--- src/rtl/pipelined_ripple_adder.sv ---
// Pipelined ripple-carry adder/subtractor: WIDTH bits split into STAGES equal segments,
// one register per segment, global-advance valid/ready handshake.
module pipelined_ripple_adder #(
   parameter int unsigned WIDTH  = 32,
   parameter int unsigned STAGES = 4
) (
   input  logic             clk,
   input  logic             rst,
   input  logic             in_valid,
   output logic             in_ready,
   input  logic [WIDTH-1:0] a,
   input  logic [WIDTH-1:0] b,
   input  logic             cin,
   input  logic             sub,
   output logic             out_valid,
   input  logic             out_ready,
   output logic [WIDTH-1:0] sum,
   output logic             cout,
   output logic             ovf
);

   localparam int unsigned CHUNK = WIDTH / STAGES;

   logic             adv;
   logic [WIDTH-1:0] bb;
   logic             c0;

   logic [STAGES-1:0] vld_q;
   logic [STAGES-1:0] cy_q;
   logic [WIDTH-1:0]  sum_q [STAGES];
   logic [WIDTH-1:0]  opa_q [STAGES];
   logic [WIDTH-1:0]  opb_q [STAGES];
   logic              cmsb_q;

   assign adv      = ~vld_q[STAGES-1] | out_ready;
   assign in_ready = adv;
   assign bb       = sub ? ~b : b;
   assign c0       = sub ? ~cin : cin;

   for (genvar k = 0; k < STAGES; k++) begin : g_stage
      localparam int unsigned Lo = k * CHUNK;

      logic [WIDTH-1:0] sa, sb, ss, sum_d;
      logic             ci, vi;
      logic [CHUNK-1:0] p, g;
      logic [CHUNK:0]   c;

      if (k == 0) begin : g_first
         assign sa = a;
         assign sb = bb;
         assign ss = '0;
         assign ci = c0;
         assign vi = in_valid;
      end else begin : g_next
         assign sa = opa_q[k-1];
         assign sb = opb_q[k-1];
         assign ss = sum_q[k-1];
         assign ci = cy_q[k-1];
         assign vi = vld_q[k-1];
      end

      assign p    = sa[Lo +: CHUNK] ^ sb[Lo +: CHUNK];
      assign g    = sa[Lo +: CHUNK] & sb[Lo +: CHUNK];
      assign c[0] = ci;

      for (genvar i = 0; i < CHUNK; i++) begin : g_bit
         assign c[i+1] = g[i] | (p[i] & c[i]);
      end

      always_comb begin
         sum_d              = ss;
         sum_d[Lo +: CHUNK] = p ^ c[CHUNK-1:0];
      end

      // Operand bits ride along with their own operation so later segments see skewed data.
      always_ff @(posedge clk) begin
         if (rst) begin
            vld_q[k] <= 1'b0;
            cy_q[k]  <= 1'b0;
            sum_q[k] <= '0;
            opa_q[k] <= '0;
            opb_q[k] <= '0;
         end else if (adv) begin
            vld_q[k] <= vi;
            cy_q[k]  <= c[CHUNK];
            sum_q[k] <= sum_d;
            opa_q[k] <= sa;
            opb_q[k] <= sb;
         end
      end

      // Only the top segment sees the carry into the MSB.
      if (k == STAGES - 1) begin : g_msb
         always_ff @(posedge clk) begin
            if (rst) begin
               cmsb_q <= 1'b0;
            end else if (adv) begin
               cmsb_q <= c[CHUNK-1];
            end
         end
      end
   end

   assign out_valid = vld_q[STAGES-1];
   assign sum       = sum_q[STAGES-1];
   assign cout      = cy_q[STAGES-1];
   assign ovf       = cy_q[STAGES-1] ^ cmsb_q;

endmodule

--- config.mk ---
export PLATFORM = sky130hd
export DESIGN_NAME = pipelined_ripple_adder
export DESIGN_NICKNAME = d
export VERILOG_FILES = /design/src/rtl/pipelined_ripple_adder.sv
export SDC_FILE = /design/constraint.sdc
export NUM_CORES = 1
export LEC_CHECK = 0
export CAP_MARGIN = 20
export CORE_UTILIZATION = 52
export CTS_BUF_LIST = sky130_fd_sc_hd__clkbuf_8 sky130_fd_sc_hd__clkbuf_16
export DETAILED_ROUTE_END_ITERATION = 16
export PLACE_DENSITY_LB_ADDON = 0.12
export SYNTH_ARGS = -nofsm -noshare
export SYNTH_HDL_FRONTEND = slang
export SYNTH_SLANG_ARGS = --single-unit
--- constraint.sdc ---
create_clock -name clk -period 8.75 [get_ports clk]
set_input_delay 2.625 -clock clk [delete_from_list [all_inputs] [get_ports clk]]
set_output_delay 2.625 -clock clk [all_outputs]
set_load 0.005 [all_outputs]
## Word-level counts from Yosys, hierarchy flattened

Memory sizes are Yosys's and may differ from the RTL's.
Index checks and enable logic that the tools add are counted.

- Register bits: 9
- Latch bits: 0
- Memory bits (writable): 384
- ROM bits: 0
- Bits of input ports: 70
- Output and inout bits: 36
- Logic and storage cells: 124
- Memories kept: 3

Memory list:

| name | words | bits a word | rd ports | clocked after Yosys merged registers in | wr ports | line | source |
|---|---|---|---|---|---|---|---|
| opa_q | 4 | 32 | 3 | 0 | 4 | 31 | `logic [WIDTH-1:0] opa_q [STAGES];` |
| opb_q | 4 | 32 | 3 | 0 | 4 | 32 | `logic [WIDTH-1:0] opb_q [STAGES];` |
| sum_q | 4 | 32 | 4 | 0 | 4 | 30 | `logic [WIDTH-1:0] sum_q [STAGES];` |

- Add/sub/neg operators: 0
- Multiply operators: 0
- Div/mod/pow operators: 0
- Magnitude comparators: 0
- Eq/ne operators: 0
- Shift-type cells: 0
- Multiplexer cells: 19
- Bitwise logic cells: 93
- Reduce and logical (&&, ||, !) cells: 0

Operators by type and width:

| cell | count |
|---|---|
| 32-bit 2-to-1 mux | 13 |
| 8-bit bitwise XOR | 8 |
| 1-bit bitwise OR | 45 |
| 1-bit bitwise AND | 32 |
| 8-bit bitwise AND | 4 |
| 32-bit NOT | 1 |
| 1-bit 2-to-1 mux | 6 |
| 1-bit NOT | 2 |
| 1-bit bitwise XOR | 1 |

## Logic depth before layout (Yosys ltp)

Gate-level depths: netlist of run 1.

- Word-level depth: 19
- Mapped depth: 14
- Gate-level depth less buffers: 14

## Worst setup path after synthesis of run 1

No wires, ideal clock.

- Path kind: input -> register
- Start: in rst
- End: mem opa_q[0][10], enable pin
- Setup time: 0.568 ns
- Arrival time: 7.222 ns
- Required time: 8.182 ns
- Slack: 0.960 ns
- Stages on the path: 3
- Path buffers: 2
- Cells stage by stage: buf_2 buf_2 nand2b_1

RTL lines:

| item | line | source |
|---|---|---|
| from (decl) | 8 | `input logic rst,` |
| to (decl) | 31 |  |

==> results of run 1 <==
## report_power, final
group | internal (mW) | total [mW] | switching (mW) | leakage, nW
clock network | 0.474 | 0.790 | 0.316 | 0.302
logic | 0.0991 | 0.168 | 0.0693 | 1.22
registers | 1.04 | 1.05 | 0.0186 | 2.16
total | 1.61 | 2.01 | 0.404 | 3.68
## synth_stat cells, drive strengths merged
| master | count | share of area [%] |
|---|---|---|
| o21ai | 3 | 0.18 |
| nor3 | 37 | 2.3 |
| fa | 32 | 7.8 |
| buf | 27 | 2.6 |
| edfxtp | 176 | 64 |
| xor2 | 2 | 0.21 |
| mux2i | 2 | 0.24 |
| dfxtp | 9 | 2.2 |
| nor2b | 1 | 0.17 |
| clkbuf | 18 | 0.91 |
| xnor2 | 32 | 3.4 |
| nand2b | 6 | 0.46 |
| a21oi | 1 | 0.061 |
| nor3b | 142 | 13 |
| inv | 32 | 1.5 |
| nand4bb | 3 | 0.41 |
| a211oi | 3 | 0.46 |
## per-stage QoR
step | cells | hold WS [ns]
2_1_floorplan | 526 | 0.425
3_3_place_gp | 803 | 0.442
3_5_place_dp | 803 | 0.445
4_1_cts | 835 | 0.465
5_1_grt | 836 | 0.492
6_report | 836 | 0.465
## state kept, by name, summed over array words and instances (netlist names)
| name | cells |
|---|---|
| cmsb_q | 1 |
| cout | 1 |
| g_stage.ci | 3 |
| g_stage.vi | 3 |
| opa_q | 48 |
| opb_q | 48 |
| out_valid | 1 |
| sum_q | 80 |
## area by class of cell
type | count | area [um2] | share of cell area, %
Tap cell | 211 | 264 | 2.66
Inverter | 32 | 120 | 1.21
Sequential cell | 185 | 5470 | 55.0
Timing Repair Buffer | 112 | 1120 | 11.3
Clock buffer | 17 | 425 | 4.28
Clock inverter | 15 | 185 | 1.86
Multi-Input combinational cell | 264 | 2360 | 23.7
## worst max-delay path by stage
stage / start / endpoint
3_5_place_dp: cin / sum_q[0][7]
5_1_grt: cin / sum_q[0][7]
2_1_floorplan: rst / opa_q[0][10]
6_report: cin / sum_q[0][7]
4_1_cts: cin / sum_q[0][7]
3_3_place_gp: cin / sum_q[0][7]
## cell families (layout without fill, tap and decap cells)
logic type                 after synthesis  after routing  share of synthesized area (%)
and+or+nand+nor                        189            189                           16.2
DFF                                    185            185                           66.4
buffers and inverters                   77            176                           4.96
xor gates and xnor gates                34             34                           3.62
adders and majority gates               32             32                           7.79
AOI/OAI and AO/OA                        7              7                          0.700
muxes                                    2              2                          0.243
## layer usage
layer	global-route usage (%)	share of wire, %	vias up
li1	-	-	2067
met1	21.9	43	2162
met2	29.1	52	86
met3	3.96	3.2	22
met4	7.96	2.3	0
met5	0	0	-
## worst max-delay path, cell delays in order
cell	delay, ns
clkdlybuf4s50_1	0.41
xnor2_1	0.16
fa_1	0.43
fa_1	0.45
fa_1	0.43
fa_1	0.43
fa_1	0.43
fa_1	0.42
fa_1	0.39
inv_1	0.09
fa_1	0.41
nor3b_1	0.14
==> flow_metrics.tcl, run 1 <==
set metrics [dict create \
    die_w_um 128 \
    power.total_mw 2.01 \
    slew_headroom_pct 27.4 \
    yosysWarnings 0 \
    avgSynthCellArea_um2 15.6 \
    status "completed" \
    rows 45 \
    cts_buffer_depth 2 \
    coreArea_um2 15300 \
    syn_inst 526 \
    arrival_ns 6.83 \
    cts_tree "done" \
    min_period_ns 6.68 \
    r2r_cells 12 \
    grt_max_degree 118 \
    hold_path_end "out_valid" \
    tns_ns 0 \
    num_vias 4337 \
    portBuffers 105 \
    antenna_left 0 \
    post_drt_wl_per_cell_um 15.7 \
    first_global_vias 4344 \
    holdPathStages 2 \
    drc 0 \
    htreeDepth 4 \
    num_antenna_cells 0 \
    clock.fmax_ghz 0.150 \
    maxCapViolations 0 \
    vias_per_cell 5.19 \
    r2r_end "sum_q[1][23]" \
    detailedRoute.firstPassIterationCount 4 \
    min-delay-start "g_stage[3].vi" \
    power.density_nw_per_um2 203 \
    syn_nets 628 \
    post-cts-setup-buffer-count 0 \
    initial_utilization_pct 53.7 \
    antenna_found_initial 0 \
    drt_iter0_markers 383 \
    dieArea_um2 16300 \
    drv_slew 0 \
    dp.final_hpwl_mm 7.70 \
    wl_mm 13.1 \
    tightest_slew_ns 1.09 \
    postCtsHoldBufs 0 \
    grt_usage_pct 17.5 \
    leakage_nw 3.68 \
    syn_to_final_growth_pct 20.8 \
    yosys_register_bits 185 \
    utilization_pct 64.9 \
    endpoint_kind "register" \
    nets 714 \
    place.gp.congestion 0.736 \
    hold_violations 0 \
    ctsResizeCount 0 \
    placed_area_um2 9300 \
    syn_area_um2 8230 \
    final_cell_area_um2 9940 \
    rsz0062_at_grt "false" \
    io_pins 106 \
    cts_root_buffer "clkbuf_16" \
    final_common_cell "edfxtp_1" \
    die_h_um 128 \
    final.period_utilization_pct 76.3 \
    drive_gt1_share_pct 6.72 \
    vdd_ir_drop_max_uv 142 \
    synth_cell_types 21 \
    timing.rr.start "opa_q[0][48]" \
    clk_pin_slew_ns 0.07 \
    grt.overflow.total 0 \
    required_ns 8.90 \
    start_kind "primary input" \
    path_class "primary input to register" \
    r2r_setup_slack_ns 4.85 \
    critPathMaxFanout 1 \
    cts_inserted_buffers 17 \
    setup_violations 0 \
    yosysSeqAreaShare_pct 66.4 \
    grt_pass1_wl_mm 21.4 \
    post-route-worst-setup-slack_ns 2.07 \
    worstSkewPairLatency_ns 0.43 \
    fillers 1129 \
    clock_sinks 185 \
    pre_cts_ws_ns 1.64 \
    hp-class "register to register" \
    final_cell_mix "edfxtp_1, nor3b_1, clkdlybuf4s50_1, nor3_1, inv_1" \
    clock-skew-final_ns 0.00774 \
]
(Power assumes the default switching activity.)
==> run 2, diff against run 1 <==
- CORE_UTILIZATION: 52 -> 50
- clock period: 8.75 -> 5.6 ns (I/O delays scaled with it)
==> run 2 against run 1 <==
Clock power grew 49%; critical endpoint unchanged; combinational power grew 59%; die area is 3.9% higher; largest power group unchanged; clock-buffer cell count unchanged; hold slack got worse by 0.0063 ns; cell count up 0.60%; sequential cell count did not move; worst setup slack worse by 1.9 ns; non-clock buffer count did not move; design area fell by 0.11%; via count is 0.97% lower.
==> flow_metrics.tcl, run 2 (same netlist as run 1, synthesis figures left out) <==
set metrics [dict create \
    status "completed" \
    power.density_nw_per_um2 312 \
    critPathMaxFanout 1 \
    vdd_ir_drop_max_uv 222 \
    cts_buffer_depth 2 \
    start_kind "primary input" \
    antenna_left 0 \
    drc 0 \
    crit_chain "clkdlybuf4s50_1 > xnor2_1 > fa_2 > fa_2 > fa_2 > fa_2 > fa_2 > fa_2 > fa_1 > inv_1 > fa_1 > nor3b_1" \
    rsz0062_at_grt "false" \
    coreArea_um2 16000 \
    nets 714 \
    path_class "primary input to register" \
    detailedRoute.firstPassIterationCount 6 \
    maxCapViolations 0 \
    clock-skew-final_ns 0.0108 \
    placed_area_um2 9340 \
    grt.busiest_layer "met2" \
    cts_inserted_buffers 17 \
    clk_pin_slew_ns 0.06 \
    die_h_um 130 \
    top_regs "sum_q x80, opa_q x48, opb_q x48" \
    cts_tree "done" \
    ff_latch_area_um2 5470 \
    critPathMaxStageDelay_ns 0.43 \
    min_period_ns 5.45 \
    drt_iter0_markers 333 \
    htreeDepth 4 \
    wl_mm 13.3 \
    regMostFlops "sum_q" \
    grt_max_degree 183 \
    final_cell_area_um2 9930 \
    critPathSlowestCell "clkdlybuf4s50_1" \
    grt_util_met2_pct 28.9 \
    die_w_um 130 \
    utilization_pct 62.1 \
    postCtsHoldBufs 0 \
    dp.final_hpwl_mm 7.73 \
    required_ns 5.74 \
    ctsResizeCount 0 \
    leakage_nw 3.66 \
    final.period_utilization_pct 97.3 \
    syn_to_final_growth_pct 20.7 \
    grt.overflow.total 0 \
    largest_register_ffs 80 \
    num_vias 4295 \
    final_common_cell "edfxtp_1" \
    endpoint_kind "register" \
    drive_gt1_share_pct 8.00 \
    post_drt_wl_per_cell_um 15.8 \
    final_cell_mix "edfxtp_1, nor3b_1, clkdlybuf4s50_1, nor3_1" \
    multi_input_area_um2 2370 \
    path_common_cell "fa_2" \
    use_met3_pct 3.81 \
    clock_sinks 185 \
    drv_slew 0 \
    hp-class "register to register" \
    tightest_slew_ns 0.979 \
    use_met1_pct 21.3 \
    antenna_found_initial 0 \
    vias_per_cell 5.11 \
    worstSkewPairLatency_ns 0.43 \
    setup_violations 0 \
    cts_root_buffer "clkbuf_16" \
    grt_usage_pct 17.3 \
    place.gp.congestion 0.743 \
    first_global_vias 4451 \
    rows 46 \
    num_antenna_cells 0 \
    io_pins 106 \
    initial_utilization_pct 51.4 \
    dieArea_um2 17000 \
    portBuffers 105 \
    fillers 1252 \
    slew_headroom_pct 34.7 \
    clock.fmax_ghz 0.184 \
    arrival_ns 5.59 \
    grt_pass1_wl_mm 21.9 \
    hold_violations 0 \
    post-cts-setup-buffer-count 0 \
]
run 2: changes by cell type in the layout (fill, tap and decap cells not counted), sizes merged:
cell	previous run	this run
inv	36	33
clkinv	5	10
bufinv	4	3
clkinvlp	2	1
run 2: cell type report:
cell class | instances | share of cell area, %
well taps | 216 | 2.72
multi-input cells | 264 | 23.9
repair buffers | 112 | 11.2
inverters | 32 | 1.21
clock inverters | 15 | 1.61
flip-flops and latches | 185 | 55.0
clock buffers | 17 | 4.28
run 2: path summary, 6_finish.rpt:
path / startpoint / endpoint / slack [ns] / depth (start not counted)
setup / recovery: b[0] / sum_q[0][7] / 0.15 / 12
hold / removal: g_stage[3].vi / out_valid / 0.46 / 2
setup reg to reg: opa_q[0][48] / sum_q[1][23] / 1.71 / 12
hold reg to reg: g_stage[3].vi / out_valid / 0.46 / 2
run 2: power breakdown:
part | switching [mW] | total (mW) | internal (mW)
Clock | 0.487 | 1.18 | 0.694
Sequential | 0.0275 | 1.65 | 1.62
Combinational | 0.110 | 0.267 | 0.157
Total | 0.625 | 3.10 | 2.47
run 2: stage by stage:
step / hold WS, ns / cells / TNS [ns] / setup slack, ns / total power [mW]
4_1_cts: 0.470 / 841 / 0 / 0.132 / 3.13
3_3_place_gp: 0.440 / 809 / -0.193 / -0.193 / 1.93
2_1_floorplan: 0.425 / 526 / 0 / 0.0196 / 1.83
5_1_grt: 0.490 / 841 / 0 / 0.0266 / 3.22
6_report: 0.459 / 841 / 0 / 0.151 / 3.10
3_5_place_dp: 0.450 / 809 / -0.315 / -0.315 / 1.95
run 2: worst max-delay path: cells and delay by family:
kind          cells  cell delay (ns)
fa+ha+maj         8             3.06
buf+inv           2             0.52
xor+xnor          1             0.17
simple gates      1             0.15
run 2: metal layers:
layer / wire [um] / vias to the layer above / part of all wire (%)
met4: 361 / 0 / 2.7
met2: 6950 / 78 / 52
met3: 367 / 20 / 2.8
met5: 0 / - / 0
met1: 5590 / 2122 / 42
li1: - / 2075 / -
==> run 3, diff against run 2 <==
- CORE_UTILIZATION: 50 -> 38
- GPL_ROUTABILITY_DRIVEN: not set -> 0
==> run 3 against run 2 <==
Worst setup slack improved by 0.067 ns; design area is 0.79% higher; clock power about the same; highest routed layer unchanged; critical path depth unchanged; global-route usage is 3.9 points lower; routed wire length grew 4.0%; power is 0.89% lower; sequential cell count stayed put; maximum frequency grew 1.2%; sequential power about the same; largest power group unchanged; register-to-register slack barely moved.
==> flow_metrics.tcl, run 3 (same netlist as run 1, synthesis figures left out) <==
set metrics [dict create \
    timing.rr.start "opa_q[0][8]" \
    power_frac_seq_pct 53.6 \
    tightest_slew_ns 0.882 \
    cts_root_buffer "clkbuf_16" \
    cts_inserted_buffers 17 \
    coreArea_um2 21200 \
    postCtsHoldBufs 0 \
    ctsResizeCount 0 \
    grt.overflow.total 0 \
    wl_mm 13.8 \
    grt_usage_pct 13.4 \
    critPathMaxFanout 1 \
    leakage_nw 3.65 \
    htreeDepth 4 \
    path_delay_family "adder cells" \
    status "completed" \
    rows 53 \
    hp-class "register to register" \
    maxCapViolations 0 \
    critPathSlowestCell "clkdlybuf4s50_1" \
    path_common_cell "fa_2" \
    clock_sinks 185 \
    drive_gt1_share_pct 8.33 \
    io_pins 106 \
    largest_register_ffs 80 \
    r2r_setup_slack_ns 1.72 \
    first_global_vias 4396 \
    grt_max_degree 183 \
    cts_tree "done" \
    p_int_mw 2.37 \
    top_regs "sum_q x80, opa_q x48, opb_q x48" \
    regMostFlops "sum_q" \
    r2r_cells 12 \
    power.total_mw 3.07 \
    grt_util_met2_pct 21.0 \
    dp.final_hpwl_mm 8.01 \
    setup_violations 0 \
    hold_slack_ns 0.455 \
    required_ns 5.75 \
    portBuffers 105 \
    vias_per_cell 4.78 \
    critPathMaxStageDelay_ns 0.42 \
    crit_chain "clkdlybuf4s50_1 > xnor2_1 > fa_2 > fa_2 > fa_2 > fa_2 > fa_2 > fa_2 > fa_1 > inv_1 > fa_1 > nor3b_1" \
    use_met3_pct 3.27 \
    clk_pin_slew_ns 0.07 \
    use_met1_pct 17.8 \
    utilization_pct 47.3 \
    die_h_um 149 \
    power.density_nw_per_um2 307 \
    worstSkewPairLatency_ns 0.43 \
    vdd_ir_drop_max_uv 143 \
    num_antenna_cells 0 \
    post-cts-setup-buffer-count 0 \
    crit_cells 12 \
    grt.busiest_layer "met2" \
    syn_to_final_growth_pct 21.7 \
    clock.fmax_ghz 0.186 \
    path_class "primary input to register" \
    critPathCapture "sum_q[0][7]" \
    share_comb_of_total_power_pct 8.8 \
    detailedRoute.firstPassIterationCount 4 \
    antenna_found_initial 0 \
    critPathBufInv 2 \
    arrival_ns 5.53 \
    r2r_end "sum_q[0][47]" \
    grt_pass1_wl_mm 22.5 \
    antenna_left 0 \
    crit_start "cin" \
    p_sw_share_pct 22.8 \
    clkPwrFrac_pct 37.6 \
    start_kind "primary input" \
    dieArea_um2 22200 \
    nets 713 \
    drv_slew 0 \
    endpoint_kind "register" \
    post_drt_wl_per_cell_um 15.3 \
    final_common_cell "edfxtp_1" \
    min_period_ns 5.38 \
    drc 0 \
    num_vias 4293 \
    rsz0062_at_grt "false" \
    initial_utilization_pct 38.9 \
    cts_buffer_depth 2 \
    final.period_utilization_pct 96.1 \
    die_w_um 149 \
    slew_headroom_pct 41.2 \
    hold_violations 0 \
    final_cell_mix "edfxtp_1, nor3b_1, clkdlybuf4s50_1, nor3_1, xnor2_1" \
    clock-skew-final_ns 0.0129 \
    drt_iter0_markers 275 \
    p_sw_uw 699 \
]
[run 3: worst reg2reg max path: stages (launching register included)]
cell,delay [ns]
edfxtp_1,0.37
inv_1,0.09
fa_1,0.18
inv_1,0.06
fa_1,0.37
fa_1,0.40
fa_1,0.39
fa_1,0.41
fa_1,0.40
fa_1,0.38
inv_1,0.09
fa_1,0.39
nor3_1,0.17
[run 3: area by class of cell]
type                       count  area [um2]
clock buffer                  17         425
clock inverter                15         160
fill                        1847       11100
inverter                      32         120
multi-input combinational    264        2370
sequential                   185        5470
tap                          275         344
timing repair buffer         111        1120
[run 3: per-stage QoR]
step / cells / setup slack (ns) / instance area [um2] / TNS [ns]
after global routing: 899 / 0.0786 / 10000 / 0
after global placement: 867 / -0.190 / 9420 / -0.190
after detailed placement: 867 / -0.261 / 9420 / -0.261
final: 899 / 0.218 / 10000 / 0
after CTS: 899 / 0.209 / 10000 / 0
after floorplan: 526 / 0.0196 / 8250 / 0
[run 3: routing by layer]
metal,up-vias,routed length [um]
met2,77,6600
met3,19,467
li1,2071,-
met4,0,218
met1,2126,6510
met5,-,0
[run 3: power by group through the flow]
stage	registers [mW]	logic [mW]	clock network [mW]
global placement	1.68	0.269	0
floorplan	1.67	0.159	0
finish	1.65	0.268	1.15
detailed placement	1.68	0.274	0
CTS	1.65	0.276	1.19
global route	1.66	0.302	1.24
[run 3: worst min path at each step]
stage | from | to | slack, ns | cells past startpoint
after floorplan | g_stage[3].vi | out_valid | 0.43 | 2
after detailed placement | g_stage[3].vi | out_valid | 0.45 | 2
after global placement | g_stage[3].vi | out_valid | 0.44 | 2
final | g_stage[3].vi | out_valid | 0.46 | 2
after CTS | g_stage[3].vi | out_valid | 0.46 | 2
after global routing | g_stage[3].vi | out_valid | 0.49 | 2
